$ cat config.mk
export PLATFORM = sky130hd
export DESIGN_NAME = instr_dispatch
export DESIGN_NICKNAME = d
export VERILOG_FILES = /design/src/rtl/instr_dispatch.sv
export SDC_FILE = /design/constraint.sdc
export NUM_CORES = 1
export LEC_CHECK = 0
export CAP_MARGIN = 40
export CORE_MARGIN = 4
export CORE_UTILIZATION = 50
export CTS_CLUSTER_SIZE = 14
export DETAILED_ROUTE_END_ITERATION = 8
export HOLD_SLACK_MARGIN = 0.06
export PLACE_DENSITY = 0.85
export SYNTH_ARGS = -nofsm -noshare
export SYNTH_HDL_FRONTEND = slang
export SYNTH_SLANG_ARGS = --single-unit
$ cat constraint.sdc
create_clock -name i_clock -period 3.8 [get_ports i_clock]
set_input_delay 0.38 -clock i_clock [delete_from_list [all_inputs] [get_ports i_clock]]
set_output_delay 0.38 -clock i_clock [all_outputs]
set_load 0.02 [all_outputs]
$ cat src/rtl/instr_dispatch.sv
// instr_dispatch: initiator side of the execution-FSM start/done handshake.
//
// Takes one decoded instruction word at a time. Screens illegal operand codes,
// then sends a one-cycle opcode pulse on o_fsm_start with the latched operand
// codes and waits for i_done before retiring. NOP retires without issuing.
//
// Optional feature: define DISPATCH_TIMEOUT_EN to bound the wait for i_done to
// TIMEOUT_CYCLES cycles. On expiry the instruction faults with code 11.
//
// Ports:
//   i_clock         system clock, rising edge
//   i_reset         synchronous, active-high reset
//   i_instr_valid   instruction word available
//   o_instr_ready   dispatcher can accept (high only in IDLE)
//   i_instr         [15:12] opcode, [11:6] source, [5:0] dest
//   i_done          OR of all execution-FSM done pulses
//   o_fsm_start     opcode pulse to execution FSMs, 0 = no request
//   o_source        latched source operand code
//   o_dest          latched dest operand code
//   o_busy          instruction in flight (ISSUE or WAIT)
//   o_retire        one-cycle pulse per completed instruction
//   o_fault         one-cycle pulse per rejected or aborted instruction
//   o_fault_code    01 illegal source, 10 illegal dest, 11 timeout; sticky
//   o_retire_count  completed instructions, wraps
module instr_dispatch #(
  parameter int unsigned OPC_W          = 4,
  parameter int unsigned OPR_W          = 6,
  parameter int unsigned NUM_REGS       = 5,
  parameter int unsigned CNT_W          = 16,
  parameter int unsigned TIMEOUT_CYCLES = 64
) (
  input  logic                     i_clock,
  input  logic                     i_reset,
  input  logic                     i_instr_valid,
  output logic                     o_instr_ready,
  input  logic [OPC_W+2*OPR_W-1:0] i_instr,
  input  logic                     i_done,
  output logic [OPC_W-1:0]         o_fsm_start,
  output logic [OPR_W-1:0]         o_source,
  output logic [OPR_W-1:0]         o_dest,
  output logic                     o_busy,
  output logic                     o_retire,
  output logic                     o_fault,
  output logic [1:0]               o_fault_code,
  output logic [CNT_W-1:0]         o_retire_count
);

  typedef enum logic [2:0] {StIdle, StIssue, StWait, StRetire, StFault} state_t;

  // Code of I1, the highest legal source; also the lowest illegal dest (I1 is read-only).
  localparam logic [OPR_W-1:0] LP_I1 = OPR_W'(NUM_REGS + 1);

  state_t             r_state;
  logic [OPC_W-1:0]   r_opc;
  logic [OPC_W-1:0]   r_fsm_start;
  logic [OPR_W-1:0]   r_source;
  logic [OPR_W-1:0]   r_dest;
  logic               r_busy;
  logic               r_retire;
  logic               r_fault;
  logic [1:0]         r_fault_code;
  logic [CNT_W-1:0]   r_retire_count;

  logic [OPC_W-1:0]   w_opc;
  logic [OPR_W-1:0]   w_src;
  logic [OPR_W-1:0]   w_dst;
  logic               w_src_bad;
  logic               w_dst_bad;

  assign w_opc     = i_instr[OPC_W+2*OPR_W-1 -: OPC_W];
  assign w_src     = i_instr[2*OPR_W-1 -: OPR_W];
  assign w_dst     = i_instr[OPR_W-1:0];
  assign w_src_bad = (w_src > LP_I1);
  assign w_dst_bad = (w_dst >= LP_I1);

`ifdef DISPATCH_TIMEOUT_EN
  localparam int unsigned TMO_W = $clog2(TIMEOUT_CYCLES + 1);
  logic [TMO_W-1:0] r_tmo;
`else
  logic w_unused_timeout;
  assign w_unused_timeout = ^TIMEOUT_CYCLES;
`endif

  always_ff @(posedge i_clock) begin
    if (i_reset) begin
      r_state        <= StIdle;
      r_opc          <= '0;
      r_fsm_start    <= '0;
      r_source       <= '0;
      r_dest         <= '0;
      r_busy         <= 1'b0;
      r_retire       <= 1'b0;
      r_fault        <= 1'b0;
      r_fault_code   <= 2'b00;
      r_retire_count <= '0;
`ifdef DISPATCH_TIMEOUT_EN
      r_tmo          <= '0;
`endif
    end else begin
      unique case (r_state)
        StIdle: begin
          if (i_instr_valid) begin
            r_opc        <= w_opc;
            r_source     <= w_src;
            r_dest       <= w_dst;
            r_fault_code <= 2'b00;
            if (w_opc == '0) begin
              r_state        <= StRetire;
              r_retire       <= 1'b1;
              r_retire_count <= r_retire_count + CNT_W'(1);
            end else if (w_src_bad) begin
              // Source is checked first so a doubly-illegal word reports 01.
              r_state      <= StFault;
              r_fault      <= 1'b1;
              r_fault_code <= 2'b01;
            end else if (w_dst_bad) begin
              r_state      <= StFault;
              r_fault      <= 1'b1;
              r_fault_code <= 2'b10;
            end else begin
              r_state     <= StIssue;
              r_fsm_start <= w_opc;
              r_busy      <= 1'b1;
            end
          end
        end
        StIssue: begin
          // i_done is ignored here; the FSMs cannot have answered yet.
          r_state     <= StWait;
          r_fsm_start <= '0;
`ifdef DISPATCH_TIMEOUT_EN
          r_tmo       <= TMO_W'(TIMEOUT_CYCLES);
`endif
        end
        StWait: begin
          if (i_done) begin
            r_state        <= StRetire;
            r_retire       <= 1'b1;
            r_busy         <= 1'b0;
            r_retire_count <= r_retire_count + CNT_W'(1);
          end
`ifdef DISPATCH_TIMEOUT_EN
          // done in the expiry cycle takes the branch above and retires.
          else if (r_tmo == TMO_W'(1)) begin
            r_state      <= StFault;
            r_fault      <= 1'b1;
            r_busy       <= 1'b0;
            r_fault_code <= 2'b11;
          end else begin
            r_tmo <= r_tmo - TMO_W'(1);
          end
`endif
        end
        StRetire: begin
          r_state  <= StIdle;
          r_retire <= 1'b0;
        end
        StFault: begin
          r_state <= StIdle;
          r_fault <= 1'b0;
        end
        default: r_state <= StIdle;
      endcase
    end
  end

  assign o_instr_ready  = (r_state == StIdle);
  assign o_fsm_start    = r_fsm_start;
  assign o_source       = r_source;
  assign o_dest         = r_dest;
  assign o_busy         = r_busy;
  assign o_retire       = r_retire;
  assign o_fault        = r_fault;
  assign o_fault_code   = r_fault_code;
  assign o_retire_count = r_retire_count;

  // Kept only so the opcode latch stays visible in debug; outputs use r_fsm_start.
  logic w_unused_opc;
  assign w_unused_opc = ^r_opc;

endmodule

# == Yosys cells after proc, flatten, opt, wreduce, memory -nomap -nowiden ==
# Cells that the tools add are included.
# classes
order_cmp,2
div_mod_pow,0
shifts,0
eq_ne,11
multipliers,0
bitwise,0
reduce_logical,13
n_mux,33
add_sub_neg,1
# ops
op,count
16-bit 2-to-1 mux,3
16-bit one-hot mux with 2 select lines,1
"16-bit by 1-bit adder with 16-bit output, second input constant",1
4-bit 2-to-1 mux,4
3-bit 2-to-1 mux,5
1-bit 2-to-1 mux,12
4-bit AND reduction,3
"2-bit != test, second input constant",5
3-bit one-hot mux with 3 select lines,1
4-bit one-hot mux with 2 select lines,1
"3-bit by 2-bit == test with 1-bit output, second input constant",2
"6-bit by 3-bit greater-or-equal comparator with 1-bit output, second input constant",1
"6-bit by 3-bit > comparator with 1-bit output, second input constant",1
2-bit 2-to-1 mux,3
6-bit AND reduction,1
2-bit nonzero test,3
5-bit AND reduction,1
4-bit logical NOT,1
1-bit one-hot mux with 2 select lines,2
2-bit AND reduction,2
"3-bit by 1-bit == test with 1-bit output, second input constant",1
"3-bit == test, second input constant",1
3-bit logical NOT,1
"3-bit by 1-bit != test with 1-bit output, second input constant",1
other kinds (3),3
# word_totals
latch_bits,0
ff_bits,40
out_inout_bits,38
mem_bits_rw,0
romBits,0
word_cells,69
memories,0
inputBits,20

# == Depth between registers and ports, before layout ==
# Gate-level depths: netlist (run 1).
# depth
word_depth,6
mapped_depth,7
depth_no_buf,4

# == Worst setup path before layout (run 1) ==
# OpenSTA, ideal clock, no wires.
# synth_path
path_kind,input port to flip-flop
startpoint,in i_instr[12]
endpoint,reg r_retire_count[13] (netlist: o_retire_count[13])
cell_stages,5
setup_ns,0.123
required_time_ns,3.677
t_arrival_ns,2.121
setup_slack_ns,1.556
n_path_buf,1
cell_sequence,or4_4 > a2111o_1 > buf_6 > nor4_2 > mux2_1
# synth_between
elab_chain_cells,3
# synth_rtl
element,line,rtl
from (decl),36,"input logic [OPC_W+2*OPR_W-1:0] i_instr,"
4-bit logical NOT,107,if (w_opc == '0) begin
2-bit by 1-bit != test with 1-bit output (no source line),n/a,
4-bit AND reduction (no source line),n/a,
to (signal assigned),110,r_retire_count <= r_retire_count + CNT_W'(1);
to (signal assigned),140,r_retire_count <= r_retire_count + CNT_W'(1);
to (decl),62,logic [CNT_W-1:0] r_retire_count;
# Every way passes these cells.
# A chain may end at the register's enable or synchronous reset.

# == Final worst setup path (run 1) ==
# Same ends and word-level chain as after synthesis.

==> results of run 1 <==
metal layers:
metal  up-vias  wire length [µm]  part of all wire, %  GRT usage [%]
li1        956                 -                    -              -
met4         0                90                  1.9           9.36
met1       886              2350                   49           28.3
met5         -                 0                    0              0
met3        10               340                  7.0           4.93
met2        81              2060                   43           28.7
per-stage QoR:
stage / cell area [µm²] / setup slack, ns
after floorplan: 1900 / 1.56
after global placement: 2480 / 0.898
after detailed placement: 2480 / 0.857
after CTS: 2590 / 1.17
after global routing: 2590 / 1.05
final: 2590 / 1.15
sequential cells by signal (all words and copies together), names as in the netlist, 2 cells and up:
name / flops
r_state: 3
o_source: 6
o_fsm_start: 4
o_fault_code: 2
o_retire_count: 16
o_dest: 6
worst max-delay path, stage by stage:
cell	delay [ns]
clkdlybuf4s50_1	0.45
or4_4	0.59
a2111o_1	0.70
nor4_2	0.37
mux2_1	0.34
area by class of cell:
cell class              count  area, µm²
clock buffers               5       68.8
clock inverters             3       42.5
fillers                   304       1070
inverters                   5       18.8
multi-input cells         176       1020
flip-flops and latches     40        801
well taps                  48       60.1
repair buffers             59        586
Yosys cell counts, drive strengths merged, types with 2 or more instances:
library cell,instances
a21oi,27
inv,4
nand4,3
nor2,14
nor4,2
dfxtp,40
o31ai,4
and2,3
or4,6
a2111oi,3
clkbuf,14
nand3,14
a211oi,2
nand2,40
and4,2
or3,4
mux2,4
nor3b,4
nor3,5
a31oi,5
and3,4
nor2b,6
nand4b,2
o21ai,8
logic make-up (layout without fill, tap and decap cells):
logic type      count (synthesis)  count (layout)  synth area share (%)
fa+ha+maj                       1               1                 0.659
buf+inv                        20              72                  4.35
simple gates                  112             112                  30.9
flops                          40              40                  42.2
compound gates                 57              57                  18.6
mux                             5               5                  2.90
xor+xnor                        1               1                 0.461
worst paths after layout:
check        depth (start not counted)  slack, ns                  to
min                                  2       0.46           o_dest[0]
max reg2reg                          4       1.55  o_retire_count[13]
max                                  5       1.15  o_retire_count[13]
min reg2reg                          2       0.46           o_dest[0]
where the power goes:
group,switching [mW],leakage (nW),internal (mW)
registers,0.0135,0.325,0.436
clock network,0.155,0.0541,0.194
logic,0.0820,0.483,0.0692
==> flow_summary.ini, run 1 <==
[cts]
ctsResizeCount = 0
clock_sinks = 40
htree_num_levels = 2
cts_tree = built
numCtsBuffers = 5
clock_path_buffers = 2
post-cts-setup-buffers = 0
hold_buffers = 0
insertion_delay_ns = 0.30
clk_pin_slew_ns = 0.08
root_buffer = clkbuf_8

[finish]
finish.utilization_pct = 70.8
area_growth_pct = 36.5
fin_cells = 336
layout_commonest_cell = clkdlybuf4s50_1
fin_nets = 308
diodes = 0
drive_gt1_share_pct = 5.90
final_cell_mix = 57 x clkdlybuf4s50_1, 40 x nand2_1, 40 x dfxtp_1

[timing]
setup_violations = 0
fin_worst_skew_ns = 0.00939
fmax_ghz = 0.377
finalHoldViolCount = 0
whs_ns = 0.457
slew_viol_final = 0
finalCritPeriodShare_pct = 69.8
timing.final.crit_period_ns = 2.65
rsz0062_at_grt = false
tns_ns = 0
max_slew_margin_pct = 42.1
worst_slew_pin_slew_ns = 0.866

[critical_path]
critPathMaxFanout = 23
critPathRequiredTime_ns = 3.98
cp.arrival_ns = 2.83
worstSetupEndpointType = flop
start_kind = input port
critPathKind = in -> reg
startpoint = i_instr[12]
r2r_start = r_state[1]

[floorplanning]
fp.dieArea_mm2 = 0.00485
die_w_um = 69.6
start_util_pct = 51.9
rows = 22
die_y_um = 69.6
coreArea_mm2 = 0.00366
io_pins = 58

[route]
ant_nets = 0
routed_wl_um = 4830
vias = 1933
wl_per_cell_um = 14.4
drc_errors = 0
dr.pass1.iters = 4
drt_iter0_drc = 127
viasPerCell = 5.75

[placed_design]
gp_congestion = 0.907
portBuffers = 57
dpl.hpwl_um = 3280
dp.cells = 328

[synthesis]
synth_top_cell_area_share_pct = 42.2
ys_seq_area_share_pct = 42.2
synth_ff_type = dfxtp_1
avgSynthCellArea_um2 = 8.05
synth.net_count = 257
synth_cells = 236
synth_cell_type_count = 44
synth_seq_cells = 40
synth.area.top_cells = dfxtp_1 42%, nand2_1 7.9%, a21oi_1 7.1%
synthArstFlopShare_pct = 0
synth.largest_area_cell = dfxtp_1
synth_edf_count = 0
syn_area_mm2 = 0.00190
ys_warn_count = 0

[grt]
grt_pass1_vias = 1768
track_usage_pct = 20.1
grt_first_pass_wirelength_um = 8050
antenna_found_initial = 0
gr-total-overflow = 0
grt_max_degree = 25

[worst_hold_path]
worstHoldStart = o_dest[0]
worst_hold_path_type = reg -> reg

[outcome]
outcome = complete, no violations

[pwr]
p_per_area_mw_per_mm2 = 366
ir_drop_mv = 0.264
power.leakage_nw = 0.862
total_power_mw = 0.950

[job]
cap_violations = 0
(Power assumes the default switching activity.)
==> run 2: changes to the inputs <==
--- a/config.mk
+++ b/config.mk
@@ -7,11 +7,11 @@
 export LEC_CHECK = 0
 export CAP_MARGIN = 40
 export CORE_MARGIN = 4
-export CORE_UTILIZATION = 50
+export CORE_UTILIZATION = 46
 export CTS_CLUSTER_SIZE = 14
 export DETAILED_ROUTE_END_ITERATION = 8
 export HOLD_SLACK_MARGIN = 0.06
-export PLACE_DENSITY = 0.85
+export PLACE_DENSITY = 0.79
 export SYNTH_ARGS = -nofsm -noshare
 export SYNTH_HDL_FRONTEND = slang
 export SYNTH_SLANG_ARGS = --single-unit
==> constraint.sdc (replaced) <==
create_clock -name i_clock -period 2.8 [get_ports i_clock]
set_input_delay 0.28 -clock i_clock [delete_from_list [all_inputs] [get_ports i_clock]]
set_output_delay 0.28 -clock i_clock [all_outputs]
set_load 0.02 [all_outputs]
==> run 2 against run 1 <==
Register-to-register slack got worse by 0.88 ns. Die area increased by 7.7%. Setup slack got worse by 0.78 ns. Sequential share of layout area decreased by 0.21 points. Clock power grew 5%. Global-route usage is 0.40 points lower. Core utilization down 5.6 points. Non-clock buffer count grew 6. Wire length barely moved. Largest cell class unchanged.
==> flow_summary.ini, run 2 (same netlist as run 1, synthesis figures left out) <==
[route]
drt_iter0_drc = 116
drc_errors = 0
viasPerCell = 5.64
routed_wl_um = 4830
ant_nets = 0
vias = 1935
wl_per_cell_um = 14.1
dr.pass1.iters = 5

[critical_path]
crit_family = simple AND/OR/NAND/NOR gates
critPathMaxFanout = 13
cpMaxStageDelayCell = a2111o_1
slowest_delay_ns = 0.61
worstSetupEndpointType = flop
critPathRequiredTime_ns = 2.99
critPathKind = in -> reg
cp.arrival_ns = 2.62
start_kind = input port
worst-path-buf-inv = 1
worstPathCellList = clkdlybuf4s50_1 -> or4_4 -> a2111o_1 -> nor4_2 -> mux2_1

[timing]
setup_violations = 0
worst_slew_pin_slew_ns = 0.665
timing.final.crit_period_ns = 2.43
tns_ns = 0
finalCritPeriodShare_pct = 86.7
max_slew_margin_pct = 55.3
rsz0062_at_grt = false
fmax_ghz = 0.412
fin_worst_skew_ns = 0.00912
finalHoldViolCount = 0
fin_ws_ns = 0.374
slew_viol_final = 0
whs_ns = 0.456

[outcome]
outcome = complete, no violations

[cts]
htree_num_levels = 2
numCtsBuffers = 5
post-cts-setup-buffers = 0
insertion_delay_ns = 0.30
clock_path_buffers = 2
cts_tree = built
clock_sinks = 40
clk_pin_slew_ns = 0.08
ctsResizeCount = 0
hold_buffers = 0
root_buffer = clkbuf_8

[floorplanning]
coreArea_mm2 = 0.00400
die_w_um = 72.3
die_y_um = 72.3
start_util_pct = 47.5
rows = 23
fp.dieArea_mm2 = 0.00522
io_pins = 58

[placed_design]
gp_congestion = 0.805
dpl_cell_area_mm2 = 0.00253
portBuffers = 57
dp_slack_ns = 0.0569
dpl.hpwl_um = 3510

[finish]
final_area_mm2 = 0.00261
fin_nets = 314
largest_reg_flops = 16
diodes = 0
area_growth_pct = 37.4
final_cell_mix = 57 x clkdlybuf4s50_1, 40 x nand2_1, 40 x dfxtp_1
fillers = 372
drive_gt1_share_pct = 7.51
layout_commonest_cell = clkdlybuf4s50_1

[grt]
grt_max_degree = 25
antenna_found_initial = 0
gr-total-overflow = 0
grt_pass1_vias = 1790
track_usage_pct = 19.7
grt_first_pass_wirelength_um = 8200

[pwr]
p_per_area_mw_per_mm2 = 457
total_power_mw = 1.19
power.leakage_nw = 0.876
ir_drop_mv = 0.181

[job]
cap_violations = 0

[worst_hold_path]
worst_hold_path_type = reg -> reg
## run 2: worst register-to-register path, cell delays in order, from the launching register on
cell and delay, ns:
dfxtp_1 0.52, mux2i_1 0.21, a2111o_1 0.60, nor4_2 0.34, mux2_1 0.35
## run 2: path summary, 6_finish.rpt
| path | endpoint | slack, ns | from | cells after the start |
|---|---|---|---|---|
| setup / recovery | o_retire_count[13] | 0.37 | i_instr[12] | 5 |
| hold / removal | o_source[5] | 0.46 | o_source[5] | 2 |
| setup reg to reg | o_retire_count[13] | 0.67 | r_state[1] | 4 |
| hold reg to reg | o_source[5] | 0.46 | o_source[5] | 2 |
## run 2: report_power, final
part	internal, mW	switching (mW)
Combinational	0.101	0.113
Clock	0.169	0.201
Sequential	0.591	0.0184
## run 2: area by class of cell
class | instances | area, µm² | share of cell area [%]
Clock buffer | 5 | 68.8 | 2.64
Clock inverter | 2 | 12.5 | 0.479
Inverter | 5 | 18.8 | 0.719
Multi-Input combinational cell | 176 | 1020 | 38.9
Sequential cell | 40 | 801 | 30.7
Tap cell | 50 | 62.6 | 2.40
Timing Repair Buffer | 65 | 631 | 24.2
## run 2: stage by stage
step / util [%] / cells
after floorplan: - / 236
after detailed placement: 63.2 / 336
after global routing: 65.2 / 343
final: 65.2 / 343
after global placement: 63.2 / 336
after CTS: 65.2 / 343
## run 2: metal layers
| metal | routed length, µm | global-route usage [%] |
|---|---|---|
| met1 | 2240 | 25.7 |
| met2 | 2110 | 31.1 |
| met5 | 0 | 0 |
| met4 | 53 | 5.64 |
| met3 | 433 | 6.37 |
